`src/rtl/iq_response_analyzer_pkg.sv`:
```
// iq_response_analyzer_pkg: shared state encoding and default widths for the
// frequency-response demodulator, sweep controller and register map.
package iq_response_analyzer_pkg;
    localparam int WORD_WIDTH   = 16;
    localparam int ACC_WIDTH    = 48;
    localparam int COUNT_WIDTH  = 32;
    localparam int PIPE_LATENCY = 3;

    typedef enum logic [2:0] {
        IDLE   = 3'd0,
        SETTLE = 3'd1,
        ACCUM  = 3'd2,
        FLUSH  = 3'd3,
        DONE   = 3'd4
    } state_t;
endpackage

```
`src/rtl/iq_response_analyzer_mac_lane.sv`:
```
// iq_mac_lane: one registered signed multiply-accumulate pipeline
// (input register, product register, accumulate).
module iq_mac_lane
    import iq_response_analyzer_pkg::*;
#(
    parameter int word_width    = WORD_WIDTH,
    parameter int acc_width     = ACC_WIDTH,
    parameter bit offset_binary = 1'b0
) (
    input  logic                  clk,
    input  logic                  rst,
    input  logic                  en_i,
    input  logic                  clr_i,
    input  logic [word_width-1:0] a_i,
    input  logic [word_width-1:0] b_i,
    output logic                  pend_o,
    output logic [acc_width-1:0]  acc_o
);
    localparam logic [word_width-1:0] FLIP = offset_binary ? {1'b1, {(word_width-1){1'b0}}} : '0;

    logic signed [word_width-1:0]   a_q, b_q;
    logic signed [2*word_width-1:0] p_q;
    logic                           v1_q, v2_q;
    logic [acc_width-1:0]           acc_q;

    always_ff @(posedge clk or negedge rst) begin
        if (!rst) begin
            a_q   <= '0;
            b_q   <= '0;
            p_q   <= '0;
            v1_q  <= 1'b0;
            v2_q  <= 1'b0;
            acc_q <= '0;
        end else begin
            v1_q <= en_i;
            v2_q <= v1_q;
            if (en_i) begin
                a_q <= a_i ^ FLIP;
                b_q <= b_i ^ FLIP;
            end
            if (v1_q) p_q <= a_q * b_q;
            if (clr_i) acc_q <= '0;
            else if (v2_q) acc_q <= acc_q + {{(acc_width-2*word_width){p_q[2*word_width-1]}}, p_q};
        end
    end

    // Only stage 1 is reported: the final product lands in the same edge that ends FLUSH.
    assign pend_o = v1_q;
    assign acc_o  = acc_q;
endmodule

```
`src/rtl/iq_response_analyzer.sv`:
```
// iq_response_analyzer: settles, then coherently demodulates N valid samples
// against the sin/cos reference into I/Q sums with a start/busy/done handshake.
module iq_response_analyzer
    import iq_response_analyzer_pkg::*;
#(
    parameter int word_width    = WORD_WIDTH,
    parameter int acc_width     = ACC_WIDTH,
    parameter int count_width   = COUNT_WIDTH,
    parameter bit offset_binary = 1'b0
) (
    input  logic                   clk,
    input  logic                   rst,
    input  logic                   start,
    input  logic [count_width-1:0] settle_cycles,
    input  logic [count_width-1:0] num_samples,
    input  logic [word_width-1:0]  sample_in,
    input  logic                   sample_valid,
    input  logic [word_width-1:0]  ref_sin,
    input  logic [word_width-1:0]  ref_cos,
    output logic                   busy,
    output logic                   done,
    output logic [acc_width-1:0]   i_acc,
    output logic [acc_width-1:0]   q_acc,
    output logic [count_width-1:0] sample_count
);
    state_t                 state_q;
    logic                   busy_q, done_q;
    logic [count_width-1:0] settle_q, num_q, cnt_q, sample_count_q;
    logic                   pend_i, pend_q;

    logic launch, accept;
    assign launch = start && (state_q == IDLE || state_q == DONE);
    assign accept = (state_q == ACCUM) && sample_valid;

    always_ff @(posedge clk or negedge rst) begin
        if (!rst) begin
            state_q        <= IDLE;
            busy_q         <= 1'b0;
            done_q         <= 1'b0;
            settle_q       <= '0;
            num_q          <= '0;
            cnt_q          <= '0;
            sample_count_q <= '0;
        end else begin
            case (state_q)
                IDLE, DONE: if (start) begin
                    settle_q       <= settle_cycles;
                    num_q          <= num_samples;
                    cnt_q          <= '0;
                    sample_count_q <= '0;
                    state_q        <= settle_cycles != '0 ? SETTLE : num_samples != '0 ? ACCUM : DONE;
                    busy_q         <= settle_cycles != '0 || num_samples != '0;
                    done_q         <= settle_cycles == '0 && num_samples == '0;
                end
                SETTLE: begin
                    cnt_q <= cnt_q + 1'b1;
                    if (cnt_q == settle_q - 1'b1) begin
                        state_q <= num_q != '0 ? ACCUM : DONE;
                        busy_q  <= num_q != '0;
                        done_q  <= num_q == '0;
                    end
                end
                ACCUM: if (sample_valid) begin
                    sample_count_q <= sample_count_q + 1'b1;
                    if (sample_count_q + 1'b1 == num_q) state_q <= FLUSH;
                end
                FLUSH: if (!(pend_i || pend_q)) begin
                    state_q <= DONE;
                    busy_q  <= 1'b0;
                    done_q  <= 1'b1;
                end
                default: state_q <= IDLE;
            endcase
        end
    end

    iq_mac_lane #(.word_width(word_width), .acc_width(acc_width), .offset_binary(offset_binary)) u_lane_i (
        .clk(clk), .rst(rst), .en_i(accept), .clr_i(launch),
        .a_i(sample_in), .b_i(ref_sin), .pend_o(pend_i), .acc_o(i_acc)
    );

    iq_mac_lane #(.word_width(word_width), .acc_width(acc_width), .offset_binary(offset_binary)) u_lane_q (
        .clk(clk), .rst(rst), .en_i(accept), .clr_i(launch),
        .a_i(sample_in), .b_i(ref_cos), .pend_o(pend_q), .acc_o(q_acc)
    );

    assign busy         = busy_q;
    assign done         = done_q;
    assign sample_count = sample_count_q;
endmodule

```
`config.mk`:
```
export PLATFORM = sky130hd
export DESIGN_NAME = iq_response_analyzer
export DESIGN_NICKNAME = d
export VERILOG_FILES = /design/src/rtl/iq_response_analyzer_pkg.sv /design/src/rtl/iq_response_analyzer_mac_lane.sv /design/src/rtl/iq_response_analyzer.sv
export SDC_FILE = /design/constraint.sdc
export NUM_CORES = 2
export LEC_CHECK = 0
export BUFFER_PORTS_ARGS = -buffer_cell sky130_fd_sc_hd__clkbuf_2
export CELL_PAD_IN_SITES_DETAIL_PLACEMENT = 0
export CELL_PAD_IN_SITES_GLOBAL_PLACEMENT = 2
export CORE_MARGIN = 2
export CORE_UTILIZATION = 36
export CTS_CLUSTER_DIAMETER = 100
export DETAILED_ROUTE_END_ITERATION = 12
export PLACE_DENSITY_LB_ADDON = 0.15
export REMOVE_ABC_BUFFERS = 1
export SLEW_MARGIN = 20
export SYNTH_ARGS = -nofsm -noshare
export SYNTH_HDL_FRONTEND = slang
export SYNTH_SLANG_ARGS = --single-unit
```
`constraint.sdc`:
```
create_clock -name clk -period 6.9 [get_ports clk]
set_clock_uncertainty 0.2 [all_clocks]
set_input_delay 1.035 -clock clk [delete_from_list [all_inputs] [get_ports clk]]
set_output_delay 1.035 -clock clk [all_outputs]
set_load 0.01 [all_outputs]
```
Yosys cells after proc, flatten, opt, wreduce, memory -nomap -nowiden. Cells that the tools add are included.

Logic and storage cells: 81. Output and inout bits: 130. Flip-flop bits (word level): 343.

Multipliers: 2. Equal/unequal tests: 11. $add $sub $neg: 5. Muxes and demuxes: 25. Reductions and logical operators: 22.

Operator list (number): $mux W48 (4); $pmux W32 S2 (2); $add A48 B48 Y48 (2); $logic_not A32 Y1 (3); $reduce_bool A32 Y1 (3); $add A32 B1 Y32 const B (2); $eq A32 B32 Y1 (2); $mul A16 B16 Y32 (2); $mux W32 (2); $sub A32 B1 Y32 const B (1); $mux W3 (8); $pmux W3 S4 (1); $ne A2 B2 Y1 const B (4); $eq A3 B2 Y1 const B (2); $mux W1 (6); $pmux W1 S3 (2); $reduce_bool A2 Y1 (3); $reduce_and A5 Y1 (1); $reduce_and A2 Y1 (2); $reduce_and A4 Y1 (1); $eq A3 B1 Y1 const B (1); $eq A3 B3 Y1 const B (1); $logic_and A1 B1 Y1 (3); $logic_not A3 Y1 (1); other kinds (5) (6).

Longest topological paths before layout.
Depth in word-level cells: 5. Depth in mapped cells: 26.

Modules after synthesis. A second synthesis with hierarchy kept.

Cell total of the unflattened synthesis: 4534. Area, all modules: 41504.8 um^2.

By module, submodules not included: iq_mac_lane (u_lane_i) (instances 1, area an instance 16798.6 um^2, cells each 1795); iq_mac_lane (u_lane_q) (instances 1, area an instance 16508.3 um^2, cells each 1746); iq_response_analyzer (instances 1, area an instance 8197.9 um^2, cells each 993).

Worst setup path before layout. No wires, ideal clock.

Path kind: reg2reg. Start point: register u_lane_i.a_q[15]. End point: register u_lane_i.p_q[31]. Arrival: 6.351 ns. Stages on the path, launching flop included: 22. Setup slack: 0.213 ns. Required time: 6.564 ns. Clock period less this slack: 6.687 ns. Cell sequence: dfrtp_1 -> clkbuf_1 -> nand2_1 -> inv_1 -> fa_1 -> fa_1 -> fa_1 -> fa_1 -> fa_1 -> fa_1 -> ha_1 -> a21o_1 -> a21o_1 -> a21oi_1 -> nor2b_1 -> a31oi_1 -> o311ai_0 -> a221o_1 -> or4_1 -> a31oi_1 -> xnor2_1 -> a21oi_1.

Word-level cells in the longest chain between the ends: 1.

RTL lines: from (decl) (line iq_response_analyzer_mac_lane.sv:21) `logic signed [word_width-1:0] a_q, b_q;`; from (signal assigned) (line iq_response_analyzer_mac_lane.sv:38) `a_q <= a_i ^ FLIP;`; $mul A16 B16 Y32 (line iq_response_analyzer_mac_lane.sv:41) `if (v1_q) p_q <= a_q * b_q;`; to (signal assigned) (line iq_response_analyzer_mac_lane.sv:41); to (decl) (line iq_response_analyzer_mac_lane.sv:22) `logic signed [2*word_width-1:0] p_q;`.

Every way passes these cells. A chain may end at the register's enable or synchronous reset.

Final worst setup path. Same ends and word-level chain as after synthesis.

==> flow_metrics.env <==
export IMPL_clkSinkCount=343
export IMPL_yosysWarningCount=0
export IMPL_chipWidth_um=340
export IMPL_finalSetupViolCount=0
export IMPL_firstDrtPassIters=5
export IMPL_core_area_um2=112000
export IMPL_clk_latency_ns=0.65
export IMPL_async_reset_ff_frac=1.00
export IMPL_setup_tns_ns=0
export IMPL_cp_max_fo=6
export IMPL_hp_class="input pin to async pin"
export IMPL_cp_common_cell="fa_1"
export IMPL_grt_use_total=0.207
export IMPL_maxCapViolations=0
export IMPL_nNetsFinal=5706
export IMPL_cts_htree_levels=2
export IMPL_synth_area_leaders="fa_1 (26%), dfrtp_1 (21%), ha_1 (8.0%), nand2_1 (6.5%), inv_1 (5.6%)"
export IMPL_cts_buffers=48
export IMPL_rows=123
export IMPL_slew_limit_headroom=0.273
export IMPL_clock_path_buffers=3
export IMPL_worstPathCellList="buf_4, and2_1, fa_2, fa_1, fa_1, fa_1, fa_1, fa_1, ha_1, a21o_1, a21o_1, a21oi_2, nor2b_1, a31oi_1, o311ai_2, buf_4, a221o_1, or4_1, a31oi_2, xnor2_1, a21oi_1"
export IMPL_via_count=31600
export IMPL_cts_tree="built"
export IMPL_boundaryPins=246
export IMPL_slowest_stage="fa_2"
export IMPL_timing_final_crit_share=0.969
export IMPL_hold_violations=0
export IMPL_clk_pin_slew_worst_paths_ns=0.06
export IMPL_wl_per_cell_um=18.5
export IMPL_startpoint_type="flop"
export IMPL_syn2layout_area_growth_pct=13.4
export IMPL_grt_pass1_wl_um=189000
export IMPL_synth_edf_count=0
export IMPL_setup_ws_ns=0.212
export IMPL_worst_pin_slew_ns=1.09
export IMPL_critPathArrivalTime_ns=6.97
export IMPL_dieArea_um2=116000
export IMPL_viasPerCell=4.98
export IMPL_die_h_um=340
export IMPL_required_ns=7.18
export IMPL_pre_cts_slack_ns=0.0558
export IMPL_drt_iter0_drc=1446
export IMPL_ys_ff_latch=343
export IMPL_synth_ff_type="dfrtp_1"
export IMPL_start_util=0.362
export IMPL_hpwl_um=92100
export IMPL_cts_hold_buf=0
export IMPL_synth_top_cell_by_area="fa_1"
export IMPL_syn_area_um2=40700
export IMPL_synth_cells=4582
export IMPL_fmax_mhz=150
export IMPL_port_buffer_count=245
export IMPL_diodes=0
export IMPL_run_status="complete, no violations"
export IMPL_synth_top_cell_area_share=0.259
export IMPL_antenna_left=0
export IMPL_grt_antenna_before_repair=8
export IMPL_postRouteWirelength_um=118000
export IMPL_cts_root_buf="clkbuf_16"
export IMPL_end_kind="flop"
export IMPL_synth_cell_types=88
export IMPL_avgSynthCellArea_um2=8.88
export IMPL_drive_gt1_frac=0.123
export IMPL_rsz0062_at_grt="yes"
export IMPL_drc=0
export IMPL_timing_hold_ws_ns=0.207
export IMPL_max_stage_delay_ns=0.64
export IMPL_final_common_cell="nand2_1"
export IMPL_grt_pass1_vias=33300
export IMPL_final_util=0.410
export IMPL_final_cell_mix="nand2_1 (697), inv_1 (611), fa_1 (523)"
export IMPL_maxSlewViolCount=0
export IMPL_ys_seq_area_frac=0.211
export IMPL_grt_overflow=0
export IMPL_min_period_ns=6.69
export IMPL_path_class="flop to flop"
export IMPL_grt_start_max_net_pins=124
export IMPL_place_gp_congestion=0.824
==> state kept, by name (all words and copies together) (netlist names), 3 cells and up <==
register        flops
u_lane_q.p_q       32
u_lane_i.acc_o     48
cnt_q              32
state_q             3
settle_q           32
u_lane_q.acc_o     48
u_lane_i.b_q       16
sample_count       32
num_q              32
u_lane_q.b_q       16
u_lane_i.a_q       16
u_lane_i.p_q       32
==> metrics by stage <==
step                cells  cell area [um^2]
detailed placement   6246             44200
global placement     6246             44200
CTS                  6335             45900
global route         6342             46100
floorplan            4369             39800
finish               6342             46100
==> kinds of logic (layout without fill, tap and decap cells) <==
group	count (synthesis)	in the layout	synth area share
AOI/OAI and AO/OA	686	686	0.106
and+or+nand+nor	1596	1596	0.187
buffers and inverters	826	1086	0.0769
DFF	343	343	0.211
muxes	114	114	0.0295
xor gates and xnor gates	230	230	0.0499
adders and majority gates	787	787	0.339
==> per-layer routing <==
| metal | vias to the layer above | track usage | wire, um |
|---|---|---|---|
| li1 | 15300 | - | - |
| met1 | 15700 | 0.285 | 54500 |
| met2 | 495 | 0.345 | 55500 |
| met3 | 118 | 0.0309 | 4910 |
| met4 | 8 | 0.0456 | 2630 |
| met5 | - | 0 | 55 |
==> synthesized netlist by cell type (7+ instances only) <==
cell type and number:
nand2_1 700, or2_2 7, and3_1 26, and4_1 15
nor2_1 257, o21a_1 16, nand2b_1 29, mux2i_1 66
or3_1 12, dfrtp_1 343, fa_1 526, o22ai_1 12
o41ai_1 8, o21ai_0 170, a31oi_1 21, nand4_1 47
a21o_1 97, o211ai_1 13, buf_1 14, nor2b_1 26
clkbuf_1 189, and2_1 265, xor2_1 67, ha_1 261
o31ai_1 22, inv_1 612, a211oi_1 21, a21oi_1 199
or4_1 7, o21bai_1 24, nand3_1 95, o2111ai_1 9
xnor2_1 162, nor3_1 36, nor4_1 36, mux2_2 48
==> worst max-delay path, delay by kind of cell, from the launching register on <==
family,cells,cell delay [ns]
buffers and inverters,2,0.34
AO/OA/AOI/OAI,8,1.43
adder cells (fa/ha/maj),7,3.33
flip-flops,1,0.38
AND/OR/NAND/NOR,3,0.69
XOR/XNOR,1,0.14
==> final cells by class <==
cell class                      instances  area [um^2]
Inverter                              613         2300
Tap cell                             1500         1880
Fill cell                           11700        66200
Clock inverter                         24          305
Multi-Input combinational cell       3413        29100
Sequential cell                       343         8610
Timing Repair Buffer                  384         2580
Clock buffer                           65         1380
==> what timing repair did <==
item                                    CTS  global route
endpoints found under the setup margin    0            13
setup buffers                             0             4
gates resized for setup                   0            49
==> path summary, 6_finish.rpt <==
kind	cells past startpoint	endpoint	slack [ns]	from
min	1	u_lane_q.acc_o[12]$_DFFE_PN0P_	0.21	rst
max reg2reg	21	u_lane_i.p_q[31]$_DFFE_PN0P_	0.21	u_lane_i.a_q[15]$_DFFE_PN0P_
min in group clk	1	done$_DFFE_PN0P_	0.28	done$_DFFE_PN0P_
max in group asynchronous	2	u_lane_q.pend_o$_DFF_PN0_	4.90	rst
min reg2reg	1	done$_DFFE_PN0P_	0.28	done$_DFFE_PN0P_
max	21	u_lane_i.p_q[31]$_DFFE_PN0P_	0.21	u_lane_i.a_q[15]$_DFFE_PN0P_
Power is not shown: default switching activity piles up to over one toggle a cycle in this logic, so the estimate is an artifact.
